<file path="config.mk">
export PLATFORM = sky130hd
export DESIGN_NAME = regfile_multi
export DESIGN_NICKNAME = d
export VERILOG_FILES = /design/src/rtl/regfile_pkg.sv /design/src/rtl/regfile_readport.sv /design/src/rtl/regfile_multi.sv
export SDC_FILE = /design/constraint.sdc
export NUM_CORES = 1
export LEC_CHECK = 0
export BUFFER_PORTS_ARGS = -buffer_cell sky130_fd_sc_hd__buf_2
export CORE_UTILIZATION = 60
export DETAILED_ROUTE_END_ITERATION = 10
export GPL_ROUTABILITY_DRIVEN = 0
export PLACE_DENSITY = 0.77
export SYNTH_ARGS = -nofsm -noshare
export SYNTH_HDL_FRONTEND = slang
export SYNTH_SLANG_ARGS = --single-unit
</file>
<file path="constraint.sdc">
create_clock -name clk -period 1.85 [get_ports clk]
set_input_delay 0.0925 -clock clk [delete_from_list [all_inputs] [get_ports clk]]
set_output_delay 0.0925 -clock clk [all_outputs]
set_load 0.01 [all_outputs]
</file>
<file path="src/rtl/regfile_pkg.sv">
// rtl/regfile_pkg.sv - shared types and defaults for the multi-port register file
package regfile_pkg;

    typedef enum logic [1:0] {RF_IDLE, RF_CLEAR, RF_DONE} rf_state_t;

    localparam int RF_DATA_WIDTH = 16;
    localparam int RF_NUM_REGS   = 8;

endpackage

</file>
<file path="src/rtl/regfile_readport.sv">
// rtl/regfile_readport.sv - one combinational read port with optional write forwarding
module regfile_readport
    import regfile_pkg::*;
#(
    parameter int DATA_WIDTH = RF_DATA_WIDTH,
    parameter int NUM_REGS   = RF_NUM_REGS,
    parameter int ADDR_WIDTH = $clog2(NUM_REGS),
    parameter int BYPASS     = 1
) (
    input  logic [NUM_REGS-1:0][DATA_WIDTH-1:0] regs,
    input  logic [ADDR_WIDTH-1:0]               readnum,
    input  logic                                bypass_en,
    input  logic [ADDR_WIDTH-1:0]               writenum,
    input  logic [DATA_WIDTH-1:0]               data_in,
    output logic [DATA_WIDTH-1:0]               data
);

    localparam logic [ADDR_WIDTH:0] REG_COUNT = (ADDR_WIDTH + 1)'(NUM_REGS);

    logic in_range;

    assign in_range = {1'b0, readnum} < REG_COUNT;

    // bypass_en already implies an accepted, in-range write
    always_comb begin
        data = '0;
        if (in_range) begin
            data = regs[readnum];
        end
        if (BYPASS != 0 && bypass_en && writenum == readnum) begin
            data = data_in;
        end
    end

endmodule

</file>
<file path="src/rtl/regfile_multi.sv">
// rtl/regfile_multi.sv - register file with one write port, two read ports and a sequenced bulk clear
module regfile_multi
    import regfile_pkg::*;
#(
    parameter int DATA_WIDTH = RF_DATA_WIDTH,
    parameter int NUM_REGS   = RF_NUM_REGS,
    parameter int ADDR_WIDTH = $clog2(NUM_REGS),
    parameter int BYPASS     = 1
) (
    input  logic                  clk,
    input  logic                  reset,
    input  logic                  write,
    input  logic [ADDR_WIDTH-1:0] writenum,
    input  logic [DATA_WIDTH-1:0] data_in,
    input  logic [ADDR_WIDTH-1:0] readnum_a,
    input  logic [ADDR_WIDTH-1:0] readnum_b,
    output logic [DATA_WIDTH-1:0] data_a,
    output logic [DATA_WIDTH-1:0] data_b,
    input  logic                  clear_req,
    output logic                  busy,
    output logic                  clear_done,
    output logic                  write_dropped
);

    localparam logic [ADDR_WIDTH:0]   REG_COUNT = (ADDR_WIDTH + 1)'(NUM_REGS);
    localparam logic [ADDR_WIDTH-1:0] LAST_REG  = ADDR_WIDTH'(NUM_REGS - 1);

    rf_state_t                          state;
    rf_state_t                          state_next;
    logic [ADDR_WIDTH-1:0]              cnt;
    logic [NUM_REGS-1:0][DATA_WIDTH-1:0] regs;
    logic                               write_ok;

    assign write_ok   = write && state == RF_IDLE && ({1'b0, writenum} < REG_COUNT);
    assign busy       = state != RF_IDLE;
    assign clear_done = state == RF_DONE;

    always_ff @(posedge clk) begin
        if (reset) begin
            state <= RF_IDLE;
        end else begin
            state <= state_next;
        end
    end

    always_comb begin
        state_next = state;
        case (state)
            RF_IDLE:  if (clear_req) state_next = RF_CLEAR;
            RF_CLEAR: if (cnt == LAST_REG) state_next = RF_DONE;
            RF_DONE:  state_next = RF_IDLE;
            default:  state_next = RF_IDLE;
        endcase
    end

    // Outside CLEAR the counter is held at 0 so a new sweep always starts at reg 0
    always_ff @(posedge clk) begin
        if (reset) begin
            regs          <= '0;
            cnt           <= '0;
            write_dropped <= 1'b0;
        end else begin
            write_dropped <= write && !write_ok;
            if (state == RF_CLEAR) begin
                regs[cnt] <= '0;
                cnt       <= (cnt == LAST_REG) ? '0 : cnt + ADDR_WIDTH'(1);
            end else begin
                cnt <= '0;
                if (write_ok) begin
                    regs[writenum] <= data_in;
                end
            end
        end
    end

    regfile_readport #(
        .DATA_WIDTH(DATA_WIDTH),
        .NUM_REGS  (NUM_REGS),
        .ADDR_WIDTH(ADDR_WIDTH),
        .BYPASS    (BYPASS)
    ) u_read_a (
        .regs     (regs),
        .readnum  (readnum_a),
        .bypass_en(write_ok),
        .writenum (writenum),
        .data_in  (data_in),
        .data     (data_a)
    );

    regfile_readport #(
        .DATA_WIDTH(DATA_WIDTH),
        .NUM_REGS  (NUM_REGS),
        .ADDR_WIDTH(ADDR_WIDTH),
        .BYPASS    (BYPASS)
    ) u_read_b (
        .regs     (regs),
        .readnum  (readnum_b),
        .bypass_en(write_ok),
        .writenum (writenum),
        .data_in  (data_in),
        .data     (data_b)
    );

endmodule

</file>
# Yosys cells after proc, flatten, opt, wreduce, memory -nomap -nowiden
# Cells that the tools add are included.
# classes
add_sub_neg,1
n_mux,16
n_div,0
bitwise,3
order_cmp,6
n_eq_ne,7
reduce_logical,12
n_mul,0
shift,0
# op_table
op,n
two-way mux 128 bit,2
AND 128 bit,1
bitwise mux 128 bit,1
NOT 128 bit,1
binary-select mux 16 bit (select 3 bit),2
demux 16 bit (select 3 bit),2
two-way mux 16 bit,6
"< comparator 3 x 4 -> 1 bit, second input constant",4
equality test 3 bit,2
">= comparator 3 x 1 -> 1 bit, second input constant",2
logical AND 1 bit,6
two-way mux 2 bit,2
case mux 2 bit (2 select lines),1
nonzero test 2 bit,2
"adder 3 x 1 -> 3 bit, second input constant",1
"equality test 3 bit, second input constant",1
OR reduction 3 bit,1
"equality test 2 x 1 -> 1 bit, second input constant",1
"equality test 2 bit, second input constant",1
zero test 2 bit,1
"!= test 2 x 1 -> 1 bit, second input constant",1
"!= test 2 bit, second input constant",1
AND reduction 2 bit,1
zero test 1 bit,1
NOT 1 bit,1
# totals
latch_bits,0
ramBits,0
elab_cells,56
out_inout_bits,35
n_memories,0
input_bits,29
ff_bits,134
rom_bits,0

# Longest topological paths before layout
# logic_depth
ltp_word,7
mapped_depth,6
mapped_depth_nobuf,4

# Modules after synthesis
# Synthesis repeated with hierarchy kept, for this count alone.
# hier_totals
cells_unflattened,661
area_unflattened_um2,7790.0
# modules_own_cells
mod,n_inst,seq_area_each_um2,cells_each,area_each_um2
regfile_multi,1,2682.6,503,5067.4
regfile_readport,2,0.0,79,1361.3

# Worst setup path after synthesis
# Ideal clock, no wire load.
# synth_timing
path_type,register to output
from,reg state[1]
to,out data_b[10]
t_required_ps,1757
n_path_buf,2
path_stages_with_launch,6
t_arrival_ps,1556
path_slack_ps,202
path_cell_list,dfxtp_1 buf_2 nor3b_1 nand4_2 buf_4 mux2_4
# synth_between
elab_chain_len,4
# synth_lines
element,line_no,text
start: declaration,regfile_multi.sv:28,rf_state_t state;
start signal: assignment,regfile_multi.sv:42,state <= state_next;
zero test 2 bit,regfile_multi.sv:34,"assign write_ok = write && state == RF_IDLE && ({1'b0, writenum} < REG_COUNT);"
logical AND 1 bit,regfile_multi.sv:34,
logical AND 1 bit,regfile_readport.sv:30,if (BYPASS != 0 && bypass_en && writenum == readnum) begin
two-way mux 16 bit,regfile_readport.sv:30,
end: declaration,regfile_multi.sv:18,"output logic [DATA_WIDTH-1:0] data_b,"
# No other way between the ends.

# Worst setup path after layout
# layout_timing
from,reg state[1]
to,out data_b[9]
# Same word-level chain as after synthesis.

==> qor.csv <==
metric,value,unit
die_w,121,microns
htreeDepth,4,
drive_gt1_share,37.1,%
numCtsBuffers,17,
dieArea,14500,sq um
root_buffer,clkbuf_16,
finalNonFillerCells,998,
grt_pass1_vias,7928,
yosys_warnings,0,
grtUsageMet1,51.8,%
final_antenna_net_count,0,
num_rows,42,
r2r_end,regs[4]$_SDFFE_PP0P_,
path_clk_slew,60,ps
hpwlAfterDp,14200,microns
busiest_layer,met2,
final_core_util,72.3,%
die_h,121,microns
crit_arrival,1960,ps
grt_util_met2,63.2,%
synth-seq-area-share,31.8,%
synth_edf_count,0,
viasPerCell,8.04,
layout.nets,843,
fill_cells,970,
clockBufferDepth,2,
reg2reg_slack,50,ps
startpoint_type,register,
min_path_type,in -> reg,
combPwrFrac,16.8,%
dpl_cell_area,8890,sq um
synth_cell_types,32,
drtIter0Drc,1404,
slew_violations,0,
antenna_found_initial,1,
pwr-share-seq,40.8,%
synth_area,8440,sq um
grt_max_degree,65,
synthArstFlopShare,0,%
setup_slack,-200,ps
violations,setup timing,
finalInstanceArea,9730,sq um
slew_headroom,48.6,%
hold_path_depth,3,
swShare,28.1,%
numPortBuffers,63,
startpoint,state[1]$_SDFFE_PP0P_,
rsz0062_at_grt,true,
grt_pass1_wl,44900,microns
clkPwrFrac,42.4,%
max_freq,0.488,GHz
internal_power,5280,uW
final_min_period_over_clock_period,111,%
routed_wl,28900,microns
crit_fanout,8,
status,"complete, but fails checks",
dp.cells,960,
drc_errors,0,
grt_use_met3,12.7,%
hold_start,data_in[7],
finalSetupViolCount,32,
end_kind,output port,
leakagePower,0.00338,uW
avgSynthCellArea,10.2,sq um
clkLatencyLatePin,420,ps
cts_tree,yes,
regArea,2750,sq um
powerDensity,755,nW/um^2
start_util,62.7,%
via_count,8019,
ys_seq_elements,134,
core,13500,sq um
clock-sinks,134,
fin_crit,2050,ps
ir_drop,0.635,mV
p_sw,2060,uW
drtPass1Iterations,7,
reg2reg_from,state[1]$_SDFFE_PP0P_,
area_growth,15.3,%
wire_per_inst,29.0,microns
required,1760,ps
worstMarginPinSlew,771,ps
ios,64,
syn_inst,827,
grt-ovfl-total,0,
cap_violations,0,
tns,-4970,ps
hold_viol,0,
multi_input_area,5110,sq um
critPathKind,reg -> out,
min_to,regs[119]$_SDFFE_PP0P_,
r2r_cells,5,
finClkSkew,6.44,ps
groute.usage.overall,41.0,%
synth_ff_type,dfxtp_1,
syn_nets,858,
## cell usage in the layout (no fill, tap or decap), drive strengths merged
cell type / instances
dfxtp: 134
nand3: 129
o221ai: 128
a21oi: 128
buf: 102
mux4: 64
mux2: 64
clkbuf: 23
xnor2: 6
nand2b: 4
dlygate4sd3: 4
nor3b: 4
nand3b: 3
or3b: 3
and3b: 3
clkinv: 3
or2: 2
and2: 2
ha: 2
nand4: 2
nor3: 2
or3: 2
diode: 1
nor2b: 1
and3: 1
nand2: 1
nor2: 1
o21ai: 1
bufinv: 1
clkinvlp: 1
## power groups by stage
stage | Combinational (uW) | Sequential [uW] | Clock [uW]
detailed placement | 1080 | 3050 | 0
global placement | 1050 | 3040 | 0
floorplan | 721 | 3030 | 0
CTS | 1190 | 2990 | 3110
finish | 1230 | 2990 | 3120
global route | 1280 | 3000 | 3250
## synthesized netlist by cell type (3+ instances only)
cell	instances	share of area, %
mux4_1	60	19
nand3_1	129	7.7
buf_6	9	1.2
o221ai_1	128	13
and3b_1	3	0.31
nand2b_1	4	0.30
nor3b_1	4	0.36
xnor2_1	6	0.62
dfxtp_1	134	32
buf_1	8	0.36
mux2_2	53	7.1
buf_2	6	0.36
mux4_2	4	1.1
a21oi_1	128	7.6
mux2_4	11	2.0
or3b_2	3	0.31
clkbuf_1	114	5.1
nand3b_1	3	0.27
## worst max-delay path: stages, from the launching register on
cell,delay (ps)
dfxtp_4,360
nor3b_2,180
buf_4,160
nand4_4,160
buf_12,220
mux2_4,330
buf_6,130
## stage by stage
stage               hold WS [ps]  power (uW)  worst slack [ps]
floorplan                    245        3750               202
global placement             361        4090              62.0
detailed placement           368        4130              31.3
CTS                       0.0964        7290              -203
global route                13.1        7520              -241
finish                      12.8        7340              -200
## cell type report
type / instances / area share [%]
clock buffers: 23 / 4.81
well taps: 176 / 2.26
repair buffers: 106 / 11.5
clock inverters: 5 / 0.540
flip-flops and latches: 134 / 28.3
multi-input cells: 553 / 52.6
diodes: 1 / 0.0257
## what timing repair did
| action | in CTS | in global routing |
|---|---|---|
| setup endpoints to repair | 32 | 32 |
| buffers inserted | 4 | 0 |
| pin swaps | 1 | 0 |
| resized for setup | 156 | 15 |
| hold buffers | 4 | 0 |
| endpoints found under the hold margin | 10 | 0 |
| cloned | 1 | 0 |
## routing by layer
layer	up-vias	share of wire [%]
li1	3276	-
met1	3892	36
met2	727	47
met3	124	13
met4	0	3.7
met5	-	0
## registers in the layout (all words and copies together) (netlist names)
name           count
write_dropped      1
state              2
regs             128
cnt                3
## cell families after synthesis
kind of cell             share of synthesized area (%)
AO/OA/AOI/OAI                                     20.9
adder cells (fa/ha/maj)                          0.297
buffers and inverters                             7.22
AND/OR/NAND/NOR                                   10.3
XOR/XNOR                                         0.623
multiplexers                                      28.8
flip-flops                                        31.8
## how the worst max path moves through the flow
stage                  to  depth (start not counted)
3_5_place_dp    data_b[2]                          6
6_report        data_b[9]                          6
3_3_place_gp    data_b[2]                          6
2_1_floorplan  data_b[10]                          5
4_1_cts         data_b[9]                          6
5_1_grt        data_b[11]                          6
Note: power is estimated with default switching activity, not from simulation.
